## src/rtl/exc_arbiter_if.sv

```systemverilog
// Redirect/flush handshake between the exception arbiter and the fetch stage.
// The arbiter drives flush and the redirect PC; fetch answers with redirect_ready.
interface exc_arbiter_if;
  logic        flush;
  logic        redirect_valid;
  logic        redirect_ready;
  logic [31:0] redirect_pc;

  modport master (
    output flush,
    output redirect_valid,
    output redirect_pc,
    input  redirect_ready
  );

  modport slave (
    input  flush,
    input  redirect_valid,
    input  redirect_pc,
    output redirect_ready
  );
endinterface

```

## src/rtl/exc_arbiter.sv

```systemverilog
// Commit-point exception/interrupt arbiter: picks one winner from the MEM stage
// flags and pending interrupts, feeds cop0 capture ports, and flushes/redirects fetch.
module exc_arbiter #(
  parameter logic [31:0] EXC_VECTOR  = 32'hBFC0_0380,
  parameter int          SYNC_STAGES = 2
) (
  input  logic        clk,
  input  logic        rst,
  input  logic        mem_valid,
  input  logic [31:0] mem_pc,
  input  logic        mem_is_bd,
  input  logic        mem_adel_if,
  input  logic        mem_ri,
  input  logic        mem_ov,
  input  logic        mem_syscall,
  input  logic        mem_break,
  input  logic        mem_adel_ld,
  input  logic        mem_ades,
  input  logic        mem_eret,
  input  logic [31:0] mem_badaddr,
  input  logic [5:0]  hw_int_async,
  input  logic        cp0_is_ie,
  input  logic        cp0_is_exl,
  input  logic [7:0]  cp0_int_mask,
  input  logic [1:0]  cp0_soft_int,
  input  logic [31:0] cp0_epc,
  output logic [5:0]  hw_int_sync,
  output logic        exc_valid,
  output logic [4:0]  exc_code,
  output logic [31:0] exc_pc,
  output logic        exc_bd,
  output logic        exc_we_badvaddr,
  output logic [31:0] exc_badvaddr,
  output logic        exc_eret,
  exc_arbiter_if.master redir
);

  typedef enum logic {IDLE, REDIR} state_t;

  state_t state, next_state;

  logic [SYNC_STAGES-1:0][5:0] sync_p0;
  logic [7:0]  int_pend;
  logic        int_req;
  logic        take;
  logic [31:0] redirect_pc_p0;

  // Interrupt synchroniser: SYNC_STAGES flops, oldest sample in the top slot
  always_ff @(posedge clk) begin
    if (rst) begin
      sync_p0 <= '0;
    end else begin
      sync_p0 <= {sync_p0[SYNC_STAGES-2:0], hw_int_async};
    end
  end

  assign hw_int_sync = sync_p0[SYNC_STAGES-1];
  assign int_pend    = {hw_int_sync, cp0_soft_int} & cp0_int_mask;
  assign int_req     = cp0_is_ie & ~cp0_is_exl & (|int_pend);

  // Reset also gates take so no capture pulse can leak to cop0 during rst
  assign take = (state == IDLE) & mem_valid & ~rst;

  always_comb begin
    exc_valid       = 1'b0;
    exc_code        = 5'h00;
    exc_pc          = 32'h0;
    exc_bd          = 1'b0;
    exc_we_badvaddr = 1'b0;
    exc_badvaddr    = 32'h0;
    exc_eret        = 1'b0;
    if (take) begin
      if (int_req) begin
        exc_valid = 1'b1;
        exc_code  = 5'h00;
      end else if (mem_adel_if) begin
        exc_valid       = 1'b1;
        exc_code        = 5'h04;
        exc_we_badvaddr = 1'b1;
        exc_badvaddr    = mem_pc;
      end else if (mem_ri) begin
        exc_valid = 1'b1;
        exc_code  = 5'h0A;
      end else if (mem_ov) begin
        exc_valid = 1'b1;
        exc_code  = 5'h0C;
      end else if (mem_syscall) begin
        exc_valid = 1'b1;
        exc_code  = 5'h08;
      end else if (mem_break) begin
        exc_valid = 1'b1;
        exc_code  = 5'h09;
      end else if (mem_adel_ld) begin
        exc_valid       = 1'b1;
        exc_code        = 5'h04;
        exc_we_badvaddr = 1'b1;
        exc_badvaddr    = mem_badaddr;
      end else if (mem_ades) begin
        exc_valid       = 1'b1;
        exc_code        = 5'h05;
        exc_we_badvaddr = 1'b1;
        exc_badvaddr    = mem_badaddr;
      end else if (mem_eret) begin
        exc_eret = 1'b1;
      end
    end
    // EPC points at the branch when the faulting instruction is in its delay slot
    if (exc_valid) begin
      exc_bd = mem_is_bd;
      exc_pc = mem_is_bd ? (mem_pc - 32'd4) : mem_pc;
    end
  end

  always_comb begin
    next_state = state;
    case (state)
      IDLE:    if (exc_valid || exc_eret) next_state = REDIR;
      REDIR:   if (redir.redirect_ready)  next_state = IDLE;
      default: next_state = IDLE;
    endcase
  end

  // Redirect stage: state and target PC registered at the commit edge
  always_ff @(posedge clk) begin
    if (rst) begin
      state <= IDLE;
    end else begin
      state <= next_state;
    end
  end

  always_ff @(posedge clk) begin
    if (rst) begin
      redirect_pc_p0 <= 32'h0;
    end else if (exc_valid) begin
      redirect_pc_p0 <= EXC_VECTOR;
    end else if (exc_eret) begin
      redirect_pc_p0 <= cp0_epc;
    end
  end

  assign redir.flush          = (state == REDIR);
  assign redir.redirect_valid = (state == REDIR);
  assign redir.redirect_pc    = redirect_pc_p0;

endmodule

```

## src/flat_wrapper.sv

```systemverilog
// flat-port wrapper written by rule: the top's interface ports become plain ports
module exc_arbiter_flat 
#(
  parameter logic [31:0] EXC_VECTOR  = 32'hBFC0_0380,
  parameter int          SYNC_STAGES = 2
)
  (clk, rst, mem_valid, mem_pc, mem_is_bd, mem_adel_if, mem_ri, mem_ov, mem_syscall, mem_break, mem_adel_ld, mem_ades, mem_eret, mem_badaddr, hw_int_async, cp0_is_ie, cp0_is_exl, cp0_int_mask, cp0_soft_int, cp0_epc, hw_int_sync, exc_valid, exc_code, exc_pc, exc_bd, exc_we_badvaddr, exc_badvaddr, exc_eret, redir_flush, redir_redirect_valid, redir_redirect_pc, redir_redirect_ready);
  exc_arbiter_if redir_i ();
  input  logic clk;
  input  logic rst;
  input  logic mem_valid;
  input  logic [31:0] mem_pc;
  input  logic mem_is_bd;
  input  logic mem_adel_if;
  input  logic mem_ri;
  input  logic mem_ov;
  input  logic mem_syscall;
  input  logic mem_break;
  input  logic mem_adel_ld;
  input  logic mem_ades;
  input  logic mem_eret;
  input  logic [31:0] mem_badaddr;
  input  logic [5:0] hw_int_async;
  input  logic cp0_is_ie;
  input  logic cp0_is_exl;
  input  logic [7:0] cp0_int_mask;
  input  logic [1:0] cp0_soft_int;
  input  logic [31:0] cp0_epc;
  output logic [5:0] hw_int_sync;
  output logic exc_valid;
  output logic [4:0] exc_code;
  output logic [31:0] exc_pc;
  output logic exc_bd;
  output logic exc_we_badvaddr;
  output logic [31:0] exc_badvaddr;
  output logic exc_eret;
  output wire logic [$bits(redir_i.flush)-1:0] redir_flush;
  output wire logic [$bits(redir_i.redirect_valid)-1:0] redir_redirect_valid;
  output wire logic [$bits(redir_i.redirect_pc)-1:0] redir_redirect_pc;
  input wire logic [$bits(redir_i.redirect_ready)-1:0] redir_redirect_ready;
  assign redir_flush = redir_i.flush;
  assign redir_redirect_valid = redir_i.redirect_valid;
  assign redir_redirect_pc = redir_i.redirect_pc;
  assign redir_i.redirect_ready = redir_redirect_ready;
  exc_arbiter #(.EXC_VECTOR(EXC_VECTOR), .SYNC_STAGES(SYNC_STAGES)) u_core (.clk(clk), .rst(rst), .mem_valid(mem_valid), .mem_pc(mem_pc), .mem_is_bd(mem_is_bd), .mem_adel_if(mem_adel_if), .mem_ri(mem_ri), .mem_ov(mem_ov), .mem_syscall(mem_syscall), .mem_break(mem_break), .mem_adel_ld(mem_adel_ld), .mem_ades(mem_ades), .mem_eret(mem_eret), .mem_badaddr(mem_badaddr), .hw_int_async(hw_int_async), .cp0_is_ie(cp0_is_ie), .cp0_is_exl(cp0_is_exl), .cp0_int_mask(cp0_int_mask), .cp0_soft_int(cp0_soft_int), .cp0_epc(cp0_epc), .hw_int_sync(hw_int_sync), .exc_valid(exc_valid), .exc_code(exc_code), .exc_pc(exc_pc), .exc_bd(exc_bd), .exc_we_badvaddr(exc_we_badvaddr), .exc_badvaddr(exc_badvaddr), .exc_eret(exc_eret), .redir(redir_i));
endmodule
```

## config.mk

```make
export PLATFORM = sky130hd
export DESIGN_NAME = exc_arbiter_flat
export DESIGN_NICKNAME = d
export VERILOG_FILES = /design/src/rtl/exc_arbiter_if.sv /design/src/rtl/exc_arbiter.sv /design/src/flat_wrapper.sv
export SDC_FILE = /design/constraint.sdc
export NUM_CORES = 1
export LEC_CHECK = 0
export ABC_AREA = 1
export CORE_MARGIN = 2
export CORE_UTILIZATION = 35
export DETAILED_ROUTE_END_ITERATION = 8
export GPL_TIMING_DRIVEN = 0
export PLACE_DENSITY = 0.79
export SLEW_MARGIN = 10
export SYNTH_ARGS = -nofsm -noshare
export SYNTH_HDL_FRONTEND = slang
export SYNTH_SLANG_ARGS = --single-unit
```

## constraint.sdc

```tcl
create_clock -name clk -period 2.3 [get_ports clk]
set_clock_uncertainty 0.1 [all_clocks]
set_input_delay 0.575 -clock clk [delete_from_list [all_inputs] [get_ports clk]]
set_output_delay 0.575 -clock clk [all_outputs]
set_load 0.01 [all_outputs]
```

==> flow_metrics.py, run 1 <==
metrics = {
    "critical_path": {
        "crit_path_frequent_cell": "buf_6",
        "path_class": "in -> out",
        "worstPathArrival_ns": 2.16,
        "crit_path_cell_trace": "buf_12 -> buf_4 -> nor2_4 -> nand4_4 -> nor3_4 -> buf_6 -> buf_6 -> nor2_2 -> nor3b_2 -> buf_2",
        "timing.rr.start": "u_core.hw_int_sync[1]",
        "end_kind": "primary output",
        "cp_max_fo": 4,
        "cp_slowest_stage_delay_ns": 0.32,
        "startpoint": "mem_pc[3]",
        "start_kind": "input port",
        "critical_path.slowest_cell": "nor3b_2",
        "required_ns": 1.62,
        "reg2reg_slack_ns": 0.31,
    },
    "clocking": {
        "numCtsBuffers": 5,
        "hold_buffers": 0,
        "htreeDepth": 2,
        "cts_tree": "built",
        "clk_pin_slew_ns": 0.08,
        "clock_latency_ns": 0.31,
        "cts_sinks": 45,
        "root_buffer": "clkbuf_8",
        "cts_buffer_depth": 2,
    },
    "global_routing": {
        "antenna_found_initial": 0,
        "met3_usage_pct": 8.609,
        "track_usage_pct": 31.64,
        "grt_overflow_total": 0,
        "grt_pass1_vias": 5627,
        "grtUsageMet2_pct": 59.00,
        "use_met1_pct": 31.64,
        "grt-busiest-layer": "met2",
        "grt_max_degree": 14,
        "grt_first_pass_wirelength_mm": 28.03,
    },
    "power": {
        "combPwrFrac_pct": 44.6,
        "power_switching_share_pct": 34.21,
        "seqPwrFrac_pct": 32.4,
        "leakagePower_nw": 3.667,
        "switchingPower_mw": 0.8680,
        "irDropWorstVdd_mv": 0.4730,
        "pwr-share-clk_pct": 23.0,
        "internal-power_mw": 1.669,
        "power_density_nw_per_um2": 317.6,
    },
    "routing": {
        "dr.first_iter.drc_count": 385,
        "ant_nets": 0,
        "vias_per_cell": 5.415,
        "dr_total_vias": 5962,
        "post-route-drc-count": 0,
        "routed_wl_mm": 21.28,
        "wire_per_inst_um": 19.33,
        "firstDrtPassIters": 6,
    },
    "floorplanning": {
        "start_util_pct": 36.29,
        "io_pins": 240,
        "rows": 36,
        "dieArea_um2": 11000,
        "die_h_um": 104.9,
        "die_x_um": 104.9,
        "core_um2": 9819,
    },
    "hold_path": {
        "min-delay-start": "u_core.sync_p0[2]",
        "min_path_type": "reg -> reg",
    },
    "logic_synthesis": {
        "synth_area_um2": 3563,
        "async_flop_share_pct": 0,
        "yosysWarnings": 0,
        "syn_avg_cell_area_um2": 5.603,
        "synth-main-ff-cell": "dfxtp_1",
        "synthDistinctLibCells": 36,
        "syn_nets": 764,
        "syn-instance-count": 636,
        "synth-edff-count": 0,
        "yosysSeqAreaShare_pct": 25.28,
        "yosys_register_bits": 45,
    },
    "place": {
        "dpl.hpwl_mm": 11.88,
        "dp_slack_ns": -1.321,
        "gp_congestion": 0.8986,
        "dpl.cell_count": 1006,
        "io_buffer_count": 237,
    },
    "timing": {
        "report.final.slew_viol_count": 0,
        "setup_tns_ns": -17.08,
        "grt_setup_unrepaired": "yes",
        "fin_ws_ns": -0.5393,
        "hold_viol": 0,
        "whs_ns": 0.3021,
        "fin_crit_sh_pct": 123.4,
        "setup_viol": 70,
        "post-route-min-period_ns": 2.839,
        "fmax_mhz": 352.2,
    },
    "cells_and_area": {
        "most-common-layout-cells": "nor2_1 (143), clkdlybuf4s50_1 (115), buf_2 (86)",
        "fin_nets": 1095,
        "instances_no_fill": 1101,
        "drive_above_1_share_pct": 44.26,
        "final_util_pct": 81.37,
        "nFillCells": 632,
        "areaGrowthSynthToFinish_pct": 124.2,
        "layout_commonest_cell": "nor2_1",
    },
    "run_status": {
        "violations": "negative setup slack",
        "status": "complete, but fails checks",
    },
    "run": {
        "drv_cap": 0,
    },
}
==> sequential cells by signal, indices dropped and copies added, names as in the netlist <==
register / count
u_core.redir.flush: 1
u_core.sync_p0: 6
u_core.redir.redirect_pc: 32
u_core.hw_int_sync: 6
==> cell usage after synthesis (all sizes together) (2+ instances only) <==
master | n | area (um^2)
xor2 | 6 | 52.55
nor2 | 207 | 812.0
o21bai | 2 | 15.01
nor3 | 25 | 141.4
or2 | 2 | 12.52
nand3 | 38 | 205.2
a21oi | 8 | 40.04
nand2 | 113 | 431.7
buf | 26 | 160.2
o21ai | 17 | 85.08
inv | 85 | 319.1
dfxtp | 45 | 900.9
nand4 | 8 | 71.32
clkbuf | 14 | 52.55
nor4 | 31 | 193.9
==> cell type report <==
type / instances / area (um^2) / area share (%)
multi-input cells: 466 / 3239 / 40.54
repair buffers: 327 / 2879 / 36.03
flip-flops and latches: 45 / 905.9 / 11.34
inverters: 85 / 361.6 / 4.526
plain buffers: 37 / 331.6 / 4.150
well taps: 133 / 166.4 / 2.083
clock buffers: 5 / 68.82 / 0.8613
clock inverters: 2 / 35.03 / 0.4385
diodes: 1 / 2.502 / 0.03132
==> power by group through the flow <==
stage,combinational [mW],clock [mW],sequential [mW]
finish,1.13,0.583,0.823
global placement,0.738,0,0.838
global route,1.18,0.627,0.827
detailed placement,0.752,0,0.840
floorplan,0.285,0,0.846
CTS,0.964,0.598,0.822
==> worst max-delay path, delay by kind of cell <==
family	cells	cell delay [ns]
AND/OR/NAND/NOR	5	0.89
buffers and inverters	5	0.68
==> layer usage <==
metal  vias up  wire, um
met1      2712      6806
met3       144      2331
met4         0      1700
met5         -         0
li1       2642         -
met2       464     10440
==> path summary, 6_finish.rpt <==
kind | end | cells after the start
worst min-delay path | u_core.hw_int_sync[2] | 2
worst max-delay path | exc_pc[15] | 10
worst min register to register | u_core.hw_int_sync[2] | 2
worst max register to register | u_core.redir.redirect_pc[14] | 14
==> cells by family (layout without fill, tap and decap cells) <==
family	after synthesis	after routing	share of synthesized area, %
flip-flops	45	45	25.28
buffers and inverters	125	456	14.92
XOR/XNOR	7	7	1.721
other	1	2	0.1052
AND/OR/NAND/NOR	426	426	52.81
AO/OA/AOI/OAI	31	31	4.811
adder cells (fa/ha/maj)	1	1	0.3511
==> timing repair <==
item / 4_1_cts / 5_1_grt
pin swaps: 80 / 63
resized for setup: 719 / 167
buffers inserted: 55 / 34
setup endpoints to repair: 72 / 72
cloned: 6 / 0
==> per-stage QoR <==
stage	cell area (um^2)	power, mW
after global routing	7988	2.636
after global placement	6102	1.577
after floorplan	3563	1.131
after CTS	7332	2.384
after detailed placement	6102	1.591
final	7990	2.537
Power figures use the tool's default switching activity.
==> run 2, diff against run 1 <==
Settings changed: CELL_PAD_IN_SITES_DETAIL_PLACEMENT set to 0, CELL_PAD_IN_SITES_GLOBAL_PLACEMENT set to 1, CORE_UTILIZATION 35 to 22, PLACE_DENSITY 0.79 to unset, PLACE_DENSITY_LB_ADDON set to 0.1.
Clock period 2.3 ns to 3.1 ns, I/O delays scaled along.
==> run 2 against run 1 <==
  * The run now ends clean
  * Non-clock buffer count down 38
  * Power shrank 26%
  * Clock power up 7.2%
  * Global-route usage decreased by 13 points
  * Utilization decreased by 37 points
  * Cell count rose by 4.1%
  * Die area increased by 57%
  * Combinational power down 43%
  * Flip-flop and latch count unchanged
  * Via count is 17% lower
  * Register-to-register slack better by 1.0 ns
  * Critical path type unchanged
  * Critical endpoint is now exc_pc[27]
  * Largest power group unchanged
  * Highest routed layer unchanged
==> flow_metrics.py, run 2 (same netlist as run 1, synthesis figures left out) <==
metrics = {
    "run_status": {
        "status": "completed",
    },
    "timing": {
        "setup_viol": 0,
        "worst_slew_pin_slew_ns": 0.5045,
        "fmax_mhz": 329.7,
        "post-route-min-period_ns": 3.033,
        "report.final.slew_viol_count": 0,
        "hold_viol": 0,
        "fin_crit_sh_pct": 97.84,
        "maxSlewHeadroom_pct": 66.37,
        "whs_ns": 0.3007,
        "setup_tns_ns": 0,
        "grt_setup_unrepaired": "yes",
    },
    "cells_and_area": {
        "most-common-layout-cells": "nor2_1 (166), clkdlybuf4s50_1 (115), nand2_1 (101)",
        "areaGrowthSynthToFinish_pct": 97.89,
        "largest_register_ffs": 32,
        "antenna_cells": 0,
        "fin_nets": 1057,
        "nFillCells": 1732,
        "layout_commonest_cell": "nor2_1",
        "drive_above_1_share_pct": 30.11,
    },
    "place": {
        "dpl.hpwl_mm": 12.55,
        "io_buffer_count": 237,
        "gp_congestion": 0.8205,
    },
    "floorplanning": {
        "start_util_pct": 22.43,
        "rows": 46,
        "core_um2": 15890,
        "dieArea_um2": 17230,
        "die_h_um": 131.3,
        "io_pins": 240,
        "die_x_um": 131.3,
    },
    "global_routing": {
        "grt_first_pass_wirelength_mm": 25.83,
        "track_usage_pct": 18.26,
        "grt_overflow_total": 0,
        "grt_max_degree": 15,
        "antenna_found_initial": 0,
        "grt_pass1_vias": 5030,
    },
    "critical_path": {
        "critPathTopFamily": "simple AND/OR/NAND/NOR gates",
        "path_buf_inv": 3,
        "end_kind": "primary output",
        "cp_slowest_stage_delay_ns": 0.29,
        "worstPathArrival_ns": 2.16,
        "cp_max_fo": 5,
        "path_class": "in -> out",
        "crit_path_frequent_cell": "nand2_1",
        "required_ns": 2.22,
        "critical_path.slowest_cell": "dlygate4sd2_1",
        "crit_path_cell_trace": "dlygate4sd2_1 -> nor2_2 -> nand3_4 -> nor3_4 -> buf_4 -> nand2_1 -> nand2_1 -> nand2_1 -> nor2_1 -> buf_2",
        "start_kind": "input port",
    },
    "routing": {
        "firstDrtPassIters": 4,
        "wire_per_inst_um": 14.37,
        "post-route-drc-count": 0,
        "dr.first_iter.drc_count": 143,
        "vias_per_cell": 4.305,
        "routed_wl_mm": 16.47,
        "dr_total_vias": 4934,
        "ant_nets": 0,
    },
    "power": {
        "internal-power_mw": 1.316,
        "power_switching_share_pct": 29.85,
        "pwr-share-clk_pct": 33.3,
        "seqPwrFrac_pct": 32.5,
        "leakagePower_nw": 3.277,
        "power_density_nw_per_um2": 266.1,
        "irDropWorstVdd_mv": 0.3008,
        "switchingPower_mw": 0.5601,
        "combPwrFrac_pct": 34.2,
    },
    "run": {
        "drv_cap": 0,
    },
    "clocking": {
        "htreeDepth": 2,
        "root_buffer": "clkbuf_16",
        "clk_pin_slew_ns": 0.06,
        "hold_buffers": 0,
        "numCtsBuffers": 5,
        "clock_latency_ns": 0.28,
        "cts_sinks": 45,
        "cts_tree": "built",
        "cts_buffer_depth": 2,
    },
    "hold_path": {
        "min_path_type": "reg -> reg",
    },
}
[run 2: area by class of cell]
type / instances / area, um^2 / area share [%]
inverters: 85 / 326.6 / 4.631
clock buffers: 6 / 138.9 / 1.969
repair buffers: 287 / 2411 / 34.19
well taps: 216 / 270.3 / 3.833
clock inverters: 2 / 37.54 / 0.5323
multi-input cells: 466 / 2664 / 37.77
plain buffers: 39 / 302.8 / 4.294
flip-flops and latches: 45 / 900.9 / 12.78
[run 2: repair_timing]
action,in CTS,in global routing
gates cloned,2,0
setup endpoints to repair,72,63
setup buffers,38,11
pin swaps,46,23
gates resized for setup,459,111
[run 2: worst paths after layout]
| path | startpoint | endpoint | slack, ns | depth (start not counted) |
|---|---|---|---|---|
| hold / removal | u_core.sync_p0[3] | u_core.hw_int_sync[3] | 0.30 | 2 |
| setup reg to reg | u_core.hw_int_sync[0] | u_core.redir.redirect_pc[9] | 1.31 | 11 |
| hold reg to reg | u_core.sync_p0[3] | u_core.hw_int_sync[3] | 0.30 | 2 |
| setup / recovery | mem_pc[13] | exc_pc[27] | 0.07 | 10 |
[run 2: power groups by stage]
stage          combinational (mW)  clock [mW]  sequential (mW)
4_1_cts                     0.601       0.649            0.610
3_3_place_gp                0.558           0            0.622
5_1_grt                     0.695       0.669            0.612
3_5_place_dp                0.561           0            0.622
6_report                    0.641       0.625            0.610
2_1_floorplan               0.211           0            0.628
[run 2: tightest hold or removal path: stages (launching register included)]
cell	delay (ns)
dfxtp_1	0.29
inv_1	0.04
nor2_1	0.03
[run 2: per-stage QoR]
step           instances  power (mW)  utilization [%]  worst slack, ns  area (um^2)
5_1_grt             1146       1.976            44.39         -0.03962         7052
4_1_cts             1136       1.860            42.66         -0.02457         6777
3_3_place_gp        1089       1.181            39.07          -0.8875         6206
3_5_place_dp        1089       1.184            39.07          -0.8885         6206
2_1_floorplan        636      0.8393                -           0.3946         3563
6_report            1146       1.876            44.39          0.06700         7052
[run 2: layer usage]
layer	vias up	routed length, um	global-route usage, %	part of all wire (%)
met4	0	297	4.710	1.8
met5	-	0	0	0
met1	2198	6626	20.22	40
met3	19	1174	5.093	7.1
li1	2562	-	-	-
met2	155	8374	34.18	51
==> run 3, diff against run 2 <==
Settings changed: CORE_UTILIZATION 22 to 23, CTS_BUF_LIST set to sky130_fd_sc_hd__clkbuf_2 sky130_fd_sc_hd__clkbuf_4 sky130_fd_sc_hd__clkbuf_8, PLACE_DENSITY set to 0.88, PLACE_DENSITY_LB_ADDON 0.1 to unset.
==> run 3 against run 2 <==
  * Worst setup slack lost 0.0046 ns
  * Clock power shrank 42%
  * Utilization grew 0.60 points
  * Flip-flop and latch count is the same
  * First-iteration DRC count grew 18%
  * Wire length shrank 1.4%
  * Fmax shrank 0.15%
  * Critical endpoint is now exc_pc[20]
  * Largest power group unchanged
==> flow_metrics.py, run 3 (same netlist as run 1, synthesis figures left out) <==
metrics = {
    "timing": {
        "setup_tns_ns": 0,
        "fin_ws_ns": 0.06239,
        "fmax_mhz": 329.2,
        "fin_crit_sh_pct": 97.99,
        "report.final.slew_viol_count": 0,
        "whs_ns": 0.3059,
        "worst_slew_pin_slew_ns": 0.5237,
        "setup_viol": 0,
        "post-route-min-period_ns": 3.038,
        "maxSlewHeadroom_pct": 65.09,
        "hold_viol": 0,
        "grt_setup_unrepaired": "yes",
    },
    "clocking": {
        "clock_latency_ns": 0.30,
        "root_buffer": "clkbuf_8",
        "clk_pin_slew_ns": 0.08,
        "cts_sinks": 45,
        "numCtsBuffers": 5,
        "cts_tree": "built",
        "htreeDepth": 2,
        "cts_buffer_depth": 2,
    },
    "critical_path": {
        "startpoint": "mem_pc[15]",
        "reg2reg_slack_ns": 1.20,
        "timing.rr.start": "u_core.hw_int_sync[1]",
        "path_class": "in -> out",
        "reg2reg_depth": 11,
        "r2r-end": "u_core.redir.redirect_pc[0]",
        "cp_max_fo": 5,
        "start_kind": "input port",
        "end_kind": "primary output",
        "required_ns": 2.22,
        "critPathCapture": "exc_pc[20]",
        "worstPathArrival_ns": 2.16,
    },
    "power": {
        "power.total_mw": 1.599,
        "power_density_nw_per_um2": 234.7,
        "leakagePower_nw": 3.277,
        "irDropWorstVdd_mv": 0.3334,
    },
    "global_routing": {
        "track_usage_pct": 18.64,
        "grt_pass1_vias": 4862,
        "grt_first_pass_wirelength_mm": 24.71,
        "antenna_found_initial": 0,
        "grt_overflow_total": 0,
        "grt_max_degree": 14,
    },
    "cells_and_area": {
        "nFillCells": 1603,
        "fin_nets": 1059,
        "most-common-layout-cells": "nor2_1 (172), clkdlybuf4s50_1 (115), nand2_1 (102)",
        "largest_register_ffs": 32,
        "ff_latch_area_um2": 900.9,
        "areaGrowthSynthToFinish_pct": 91.22,
        "multi_input_area_um2": 2461,
        "final_area_um2": 6814,
        "layout_commonest_cell": "nor2_1",
        "instances_no_fill": 1120,
        "final_util_pct": 44.99,
        "antenna_cells": 0,
        "drive_above_1_share_pct": 27.25,
    },
    "run": {
        "drv_cap": 0,
    },
    "place": {
        "dpl.hpwl_mm": 12.23,
        "dpl.cell_count": 1061,
        "dp_slack_ns": -0.9347,
        "io_buffer_count": 237,
        "dpl_cell_area_um2": 6171,
        "gp_congestion": 0.8053,
    },
    "floorplanning": {
        "dieArea_um2": 16500,
        "die_x_um": 128.5,
        "io_pins": 240,
        "start_util_pct": 23.53,
        "die_h_um": 128.5,
        "rows": 45,
        "core_um2": 15150,
    },
    "routing": {
        "post-route-drc-count": 0,
        "dr.first_iter.drc_count": 169,
        "firstDrtPassIters": 4,
        "routed_wl_mm": 16.23,
        "vias_per_cell": 4.417,
        "ant_nets": 0,
        "wire_per_inst_um": 14.49,
        "dr_total_vias": 4947,
    },
    "run_status": {
        "status": "completed",
    },
    "hold_path": {
        "min_path_type": "reg -> reg",
    },
}
[run 3: cell count changes in the layout (fill, tap and decap cells not counted), moves of 4 or more]
cell             delta
clkdlybuf4s15_1     +4
nor2_2              -5
buf_2              -10
nor4_1             +18
clkbuf_8            +4
clkbuf_2            +6
nor4_2             -11
nor4_4              -7
nor2_1              +6
clkbuf_16           -4
dlygate4sd2_1       -5
[run 3: worst min-delay path by stage]
stage | from | endpoint | slack [ns] | cells past startpoint
floorplan | u_core.sync_p0[0] | u_core.hw_int_sync[0] | 0.29 | 2
finish | u_core.sync_p0[5] | u_core.hw_int_sync[5] | 0.31 | 2
CTS | u_core.sync_p0[5] | u_core.hw_int_sync[5] | 0.31 | 2
global route | u_core.sync_p0[0] | u_core.hw_int_sync[0] | 0.32 | 2
global placement | u_core.sync_p0[4] | u_core.hw_int_sync[4] | 0.29 | 2
detailed placement | u_core.sync_p0[0] | u_core.hw_int_sync[0] | 0.29 | 2
[run 3: layout make-up]
class | count | share of cell area, %
timing repair buffer | 289 | 36.49
multi-input combinational | 466 | 36.12
sequential | 45 | 13.22
inverter | 85 | 4.793
buffer | 39 | 4.664
tap | 188 | 3.452
clock buffer | 6 | 1.120
clock inverter | 2 | 0.1469
[run 3: worst max-delay path: stages]
cell and delay [ns]:
dlygate4sd2_1 0.30, nor2_1 0.18, nand2_1 0.11, nor2_4 0.15, nand3_4 0.12, buf_4 0.16, xor2_2 0.15, nor2_4 0.11
buf_6 0.10
[run 3: report_power, final]
part / internal, mW / switching [mW] / total [mW]
clock: 0.165 / 0.197 / 0.362
combinational: 0.318 / 0.310 / 0.628
sequential: 0.599 / 0.0103 / 0.609
total: 1.08 / 0.517 / 1.60
[run 3: what timing repair did]
item,in CTS,in global routing
pin swaps,39,38
hold buffers,0,0
buffers inserted,38,11
gates resized for setup,439,79
setup endpoints to repair,72,67
gates cloned,3,1
[run 3: per-layer routing]
layer	track usage (%)	vias up	routed length [um]
li1	-	2576	-
met4	4.202	0	207
met1	21.24	2187	6470
met5	0	-	0
met2	33.79	171	7977
met3	6.154	13	1579
